File: src/rtl/imem_uart_loader.sv
// UART-fed program loader: receives framed 16-bit words, writes them to instruction
// memory and gates CPU execution on a verified checksum.
module imem_uart_loader #(
  parameter int CLKS_PER_BIT = 434,
  parameter int ADDR_W       = 8,
  parameter int TIMEOUT_CLKS = 50000000
) (
  input  logic              CLK,
  input  logic              RST,
  input  logic              RX,
  output logic              WE,
  output logic [ADDR_W-1:0] WADDR,
  output logic [15:0]       WDATA,
  output logic              CPU_RUN,
  output logic              BUSY,
  output logic              DONE,
  output logic              ERR,
  output logic [7:0]        WORD_CNT
);

  localparam int CNT_W = $clog2(CLKS_PER_BIT);
  localparam int TMR_W = $clog2(TIMEOUT_CLKS + 1);
  localparam logic [CNT_W-1:0] BIT_LAST  = CNT_W'(CLKS_PER_BIT - 1);
  localparam logic [CNT_W-1:0] HALF_LAST = CNT_W'(CLKS_PER_BIT / 2 - 1);
  localparam logic [TMR_W-1:0] TMR_LAST  = TMR_W'(TIMEOUT_CLKS - 1);
  localparam logic [7:0]       SYNC_BYTE = 8'hA5;

  typedef enum logic [1:0] {RX_IDLE, RX_START, RX_DATA, RX_STOP} rx_state_t;
  typedef enum logic [2:0] {S_IDLE, S_LEN, S_DATA_HI, S_DATA_LO, S_CSUM, S_ERROR} state_t;

  rx_state_t        r_rx_state, w_rx_nxt;
  logic             r_rx_s1, r_rx_s2, r_rx_prev;
  logic [CNT_W-1:0] r_clk_cnt;
  logic [2:0]       r_bit_idx;
  logic [7:0]       r_shift;
  logic             r_byte_vld, r_frame_err;
  logic             w_tick_half, w_tick_bit;

  state_t           r_state, w_state_nxt;
  logic [7:0]       r_len, r_csum, r_hi, r_word_cnt;
  logic [TMR_W-1:0] r_timer;
  logic             r_we, r_cpu_run, r_busy, r_done, r_err;
  logic [ADDR_W-1:0] r_waddr;
  logic [15:0]      r_wdata;
  logic             w_in_frame, w_start, w_timeout;
  logic [7:0]       w_cnt_inc;

  assign w_tick_half = (r_clk_cnt == HALF_LAST);
  assign w_tick_bit  = (r_clk_cnt == BIT_LAST);

  always_comb begin
    w_rx_nxt = r_rx_state;
    case (r_rx_state)
      RX_IDLE:  if (r_rx_prev && !r_rx_s2) w_rx_nxt = RX_START;
      RX_START: if (w_tick_half) w_rx_nxt = r_rx_s2 ? RX_IDLE : RX_DATA;
      RX_DATA:  if (w_tick_bit && r_bit_idx == 3'd7) w_rx_nxt = RX_STOP;
      RX_STOP:  if (w_tick_bit) w_rx_nxt = RX_IDLE;
      default:  w_rx_nxt = RX_IDLE;
    endcase
  end

  // Receiver: synchronizer, edge detect, mid-bit sampling counter
  always_ff @(posedge CLK) begin
    if (RST) begin
      r_rx_s1     <= 1'b1;
      r_rx_s2     <= 1'b1;
      r_rx_prev   <= 1'b1;
      r_rx_state  <= RX_IDLE;
      r_clk_cnt   <= '0;
      r_bit_idx   <= '0;
      r_shift     <= '0;
      r_byte_vld  <= 1'b0;
      r_frame_err <= 1'b0;
    end else begin
      r_rx_s1     <= RX;
      r_rx_s2     <= r_rx_s1;
      r_rx_prev   <= r_rx_s2;
      r_rx_state  <= w_rx_nxt;
      r_byte_vld  <= 1'b0;
      r_frame_err <= 1'b0;
      case (r_rx_state)
        RX_IDLE: begin
          r_clk_cnt <= '0;
          r_bit_idx <= '0;
        end
        RX_START: r_clk_cnt <= w_tick_half ? '0 : r_clk_cnt + 1'b1;
        RX_DATA: begin
          if (w_tick_bit) begin
            r_clk_cnt <= '0;
            r_shift   <= {r_rx_s2, r_shift[7:1]};
            r_bit_idx <= r_bit_idx + 3'd1;
          end else begin
            r_clk_cnt <= r_clk_cnt + 1'b1;
          end
        end
        RX_STOP: begin
          if (w_tick_bit) begin
            r_clk_cnt   <= '0;
            r_byte_vld  <= r_rx_s2;
            r_frame_err <= !r_rx_s2;
          end else begin
            r_clk_cnt <= r_clk_cnt + 1'b1;
          end
        end
        default: r_clk_cnt <= '0;
      endcase
    end
  end

  assign w_in_frame = (r_state == S_LEN) || (r_state == S_DATA_HI) ||
                      (r_state == S_DATA_LO) || (r_state == S_CSUM);
  assign w_start    = r_byte_vld && (r_shift == SYNC_BYTE) &&
                      ((r_state == S_IDLE) || (r_state == S_ERROR));
  assign w_timeout  = w_in_frame && (r_timer == TMR_LAST);
  assign w_cnt_inc  = r_word_cnt + 8'd1;

  always_comb begin
    w_state_nxt = r_state;
    case (r_state)
      S_IDLE, S_ERROR: if (w_start) w_state_nxt = S_LEN;
      S_LEN:     if (r_byte_vld) w_state_nxt = (r_shift == 8'd0) ? S_ERROR : S_DATA_HI;
      S_DATA_HI: if (r_byte_vld) w_state_nxt = S_DATA_LO;
      S_DATA_LO: if (r_byte_vld) w_state_nxt = (w_cnt_inc == r_len) ? S_CSUM : S_DATA_HI;
      S_CSUM:    if (r_byte_vld) w_state_nxt = (r_shift == r_csum) ? S_IDLE : S_ERROR;
      default:   w_state_nxt = S_IDLE;
    endcase
    if (w_in_frame && (r_frame_err || w_timeout)) w_state_nxt = S_ERROR;
  end

  // Frame sequencer: write port, checksum, status flags
  always_ff @(posedge CLK) begin
    if (RST) begin
      r_state    <= S_IDLE;
      r_we       <= 1'b0;
      r_waddr    <= '0;
      r_wdata    <= '0;
      r_cpu_run  <= 1'b1;
      r_busy     <= 1'b0;
      r_done     <= 1'b0;
      r_err      <= 1'b0;
      r_word_cnt <= '0;
      r_len      <= '0;
      r_csum     <= '0;
      r_hi       <= '0;
      r_timer    <= '0;
    end else begin
      r_state <= w_state_nxt;
      r_we    <= 1'b0;
      r_timer <= (w_in_frame && !r_byte_vld) ? r_timer + 1'b1 : '0;
      if (w_start) begin
        r_busy     <= 1'b1;
        r_cpu_run  <= 1'b0;
        r_done     <= 1'b0;
        r_err      <= 1'b0;
        r_word_cnt <= '0;
        r_csum     <= '0;
      end
      if (r_state == S_LEN && w_state_nxt == S_DATA_HI) begin
        r_len  <= r_shift;
        r_csum <= r_shift;
      end
      if (r_state == S_DATA_HI && w_state_nxt == S_DATA_LO) begin
        r_hi   <= r_shift;
        r_csum <= r_csum ^ r_shift;
      end
      if (r_state == S_DATA_LO && r_byte_vld && w_state_nxt != S_ERROR) begin
        r_we       <= 1'b1;
        r_waddr    <= ADDR_W'(r_word_cnt);
        r_wdata    <= {r_hi, r_shift};
        r_word_cnt <= w_cnt_inc;
        r_csum     <= r_csum ^ r_shift;
      end
      if (r_state == S_CSUM && w_state_nxt == S_IDLE) begin
        r_done    <= 1'b1;
        r_busy    <= 1'b0;
        r_cpu_run <= 1'b1;
      end
      if (w_state_nxt == S_ERROR && r_state != S_ERROR) begin
        r_err     <= 1'b1;
        r_busy    <= 1'b0;
        r_cpu_run <= 1'b0;
      end
    end
  end

  assign WE       = r_we;
  assign WADDR    = r_waddr;
  assign WDATA    = r_wdata;
  assign CPU_RUN  = r_cpu_run;
  assign BUSY     = r_busy;
  assign DONE     = r_done;
  assign ERR      = r_err;
  assign WORD_CNT = r_word_cnt;

endmodule

File: config.mk
export PLATFORM = sky130hd
export DESIGN_NAME = imem_uart_loader
export DESIGN_NICKNAME = d
export VERILOG_FILES = /design/src/rtl/imem_uart_loader.sv
export SDC_FILE = /design/constraint.sdc
export NUM_CORES = 1
export LEC_CHECK = 0
export CORE_MARGIN = 3
export CORE_UTILIZATION = 55
export CTS_CLUSTER_DIAMETER = 200
export DETAILED_ROUTE_END_ITERATION = 12
export DONT_BUFFER_PORTS = 1
export PLACE_DENSITY = 0.73
export SLEW_MARGIN = 20
export SYNTH_ARGS = -nofsm -noshare
export SYNTH_HDL_FRONTEND = slang
export SYNTH_SLANG_ARGS = --single-unit
File: constraint.sdc
create_clock -name CLK -period 2.93 [get_ports CLK]
set_clock_uncertainty 0.15 [all_clocks]
set_input_delay 0.1465 -clock CLK [delete_from_list [all_inputs] [get_ports CLK]]
set_output_delay 0.1465 -clock CLK [all_outputs]
set_load 0.05 [all_outputs]
==> results.json <==
{
  "status": "complete, no violations",
  "antenna_found_initial": 0,
  "worstMarginPinSlew_ns": 0.614,
  "area_growth_pct": 14.7,
  "setup_viol": 0,
  "relSlewSlack_pct": 58.9,
  "r2r-end": "r_state[2]",
  "cp-end-kind": "flip-flop",
  "intPower_w": 0.00270,
  "synth.area.top_cells": "dfxtp_1 (44%), mux2i_1 (9.6%), nor2_1 (7.5%)",
  "hold_viol": 0,
  "worst_setup_path_start_kind": "flip-flop",
  "finalPower_w": 0.00359,
  "synth_top_area_share_pct": 44.2,
  "instances_no_fill": 728,
  "rr_startpoint": "WORD_CNT[1]",
  "power_leakage_nw": 2.45,
  "crit_type": "reg2reg",
  "drt_iter0_drc": 229,
  "regToRegSetupSlack_ns": 0.17,
  "dp_hpwl_um": 6850,
  "vias": 4061,
  "grt_overflow_total": 0,
  "max_stage_delay_ns": 0.55,
  "synth_area_per_cell_um2": 9.19,
  "via_per_inst": 5.58,
  "synth_most_common_cell": "dfxtp_1",
  "die_w_um": 104,
  "pin_count": 40,
  "crit_slowest_cell": "dlygate4sd3_1",
  "track_usage_pct": 20.6,
  "dp.cells": 692,
  "placementRows": 35,
  "clk_root_buffer_cell": "clkbuf_8",
  "htreeDepth": 4,
  "fp.dieH_um": 104,
  "wl_per_cell_um": 14.4,
  "cpMostUsedCell": "nand3_1",
  "ys.flop_type": "dfxtp_1",
  "p_seq_share_pct": 44.5,
  "sw_frac_of_total_pct": 24.7,
  "yosys_warnings": 0,
  "drv_slew": 0,
  "min_period_over_period_pct": 94.0,
  "path_clk_slew_ns": 0.06,
  "clkPwrFrac_pct": 54.2,
  "synthTopCellsByCount": "dfxtp_1 (117), nor2_1 (106), mux2i_1 (51), nand2_1 (27), xor2_1 (27)",
  "diodes": 0,
  "io_buffer_count": 0,
  "hold_class": "in2reg",
  "first_global_vias": 3961,
  "cts_buffer_depth": 2,
  "power_density_nw_per_um2": 590,
  "dr.pass1.iters": 8,
  "place.gp.congestion": 0.847,
  "whs_ns": 0.123,
  "grt_pass1_wl_um": 18500,
  "tns_ns": 0,
  "drive_gt1_share_pct": 12.0,
  "synthArstFlopShare_pct": 0,
  "min_to": "r_rx_s1",
  "ys_types": 59,
  "numCtsBuffers": 17,
  "routed_wl_um": 10500,
  "cts_tree": "built",
  "combPwrFrac_pct": 1.2,
  "synth_top_area_cell": "dfxtp_1",
  "syn_area_um2": 5300,
  "switching_power_w": 0.000887,
  "ys_ff_latch": 117,
  "path_cells": "ha_1 -> nand3_1 -> nor3_1 -> a211oi_1 -> a2111oi_1 -> nand3_1 -> a21oi_1 -> dlygate4sd3_1",
  "fmax_mhz": 363,
  "ant_nets": 0,
  "die-area_um2": 10900,
  "r2r.worst_path.cells": 8,
  "maxCapViolCount": 0,
  "ir_drop_v": 0.000370,
  "yosysSeqAreaShare_pct": 44.2,
  "drc": 0,
  "start_util_pct": 57.1,
  "clk_latency_ns": 0.52,
  "final.min_clock_period_ns": 2.76,
  "nets": 596,
  "syn_inst": 577,
  "path_max_fanout": 7,
  "holdPathStages": 2,
  "cp_data_required_time_ns": 3.24,
  "worstPathArrival_ns": 3.07,
  "postCtsSetupBuffers": 0,
  "grt_max_degree": 87,
  "cts.sinks": 117,
  "grt_setup_unrepaired": "no",
  "synth_edf_count": 0,
  "syn_nets": 587,
  "hp-start": "RX",
  "core_um2": 9280
}
==> layout by cell type (no fill, tap or decap), drive strengths merged, types with 6 or more instances in the layout <==
cell / instances
dfxtp: 117
inv: 17
nor2: 108
nor3b: 7
nand3: 23
nor3: 8
or3: 7
a21oi: 18
ha: 7
xnor2: 19
o21ai: 13
clkbuf: 17
mux2i: 51
xor2: 27
nand2: 27
buf: 21
o211ai: 6
a21o: 8
a22o: 6
and3: 11
nand4: 10
==> critical path: cells and delay by family, from the launching register on <==
| kind | cells | cell delay, ns |
|---|---|---|
| buffers and inverters | 1 | 0.55 |
| AND/OR/NAND/NOR | 3 | 0.62 |
| flip-flops | 1 | 0.44 |
| adder cells (fa/ha/maj) | 1 | 0.27 |
| AO/OA/AOI/OAI | 3 | 0.68 |
==> logic make-up after synthesis <==
group / after synthesis / share of synthesized area [%]
AO/OA/AOI/OAI: 74 / 9.91
XOR/XNOR: 46 / 7.60
adder cells (fa/ha/maj): 7 / 1.65
buffers and inverters: 41 / 3.85
flip-flops: 117 / 44.2
multiplexers: 52 / 9.84
AND/OR/NAND/NOR: 240 / 23.0
==> cell type report <==
cell class / instances / area, um^2
clock buffer: 17 / 414
inverter: 7 / 26.3
sequential: 117 / 2340
tap: 129 / 161
clock inverter: 15 / 154
multi-input combinational: 419 / 2760
fill: 760 / 3210
timing repair buffer: 24 / 220
==> power groups by stage <==
stage / registers [W] / logic (W) / clock network, W
6_report: 0.00160 / 0.0000446 / 0.00195
5_1_grt: 0.00160 / 0.0000497 / 0.00206
4_1_cts: 0.00160 / 0.0000447 / 0.00198
3_5_place_dp: 0.00163 / 0.0000206 / 0
3_3_place_gp: 0.00163 / 0.0000204 / 0
2_1_floorplan: 0.00163 / 0.0000318 / 0
==> per-layer routing <==
metal	global-route usage (%)	wire length [um]	vias to the layer above
li1	-	-	2039
met1	25.8	4880	1934
met2	33.9	4970	76
met3	6.27	487	12
met4	7.12	123	0
met5	0	0	-
==> metrics by stage <==
step                setup WS [ns]  cell area, um^2  util [%]
floorplan                   0.144             5300         -
global placement            0.213             5450      58.7
detailed placement          0.154             5450      58.7
CTS                        0.0965             6070      65.4
global route               0.0146             6080      65.5
finish                      0.174             6080      65.5
==> worst max-delay path by stage <==
stage	from	endpoint	slack, ns	cells past startpoint
final	WORD_CNT[1]	r_state[2]	0.17	8
after global routing	r_shift[5]	r_state[2]	0.01	7
after CTS	r_timer[0]	r_len[0]	0.1	8
after detailed placement	r_timer[0]	r_len[3]	0.15	8
after global placement	r_timer[0]	r_csum[6]	0.21	7
after floorplan	WORD_CNT[0]	CPU_RUN	0.14	8
==> state kept, by name (all words and copies together) (netlist names), 3 cells and up, named ones only <==
signal     count
WORD_CNT       8
WDATA         16
r_state        3
r_hi           8
r_bit_idx      3
r_len          8
r_csum         8
r_clk_cnt      9
r_shift        8
WADDR          8
r_timer       26
==> timing repair <==
action,4_1_cts,5_1_grt
setup endpoints to repair,0,16
hold buffers,4,0
gates resized for setup,0,2
hold endpoints to repair,117,0
No activity file was read; power rests on OpenSTA's default activity.
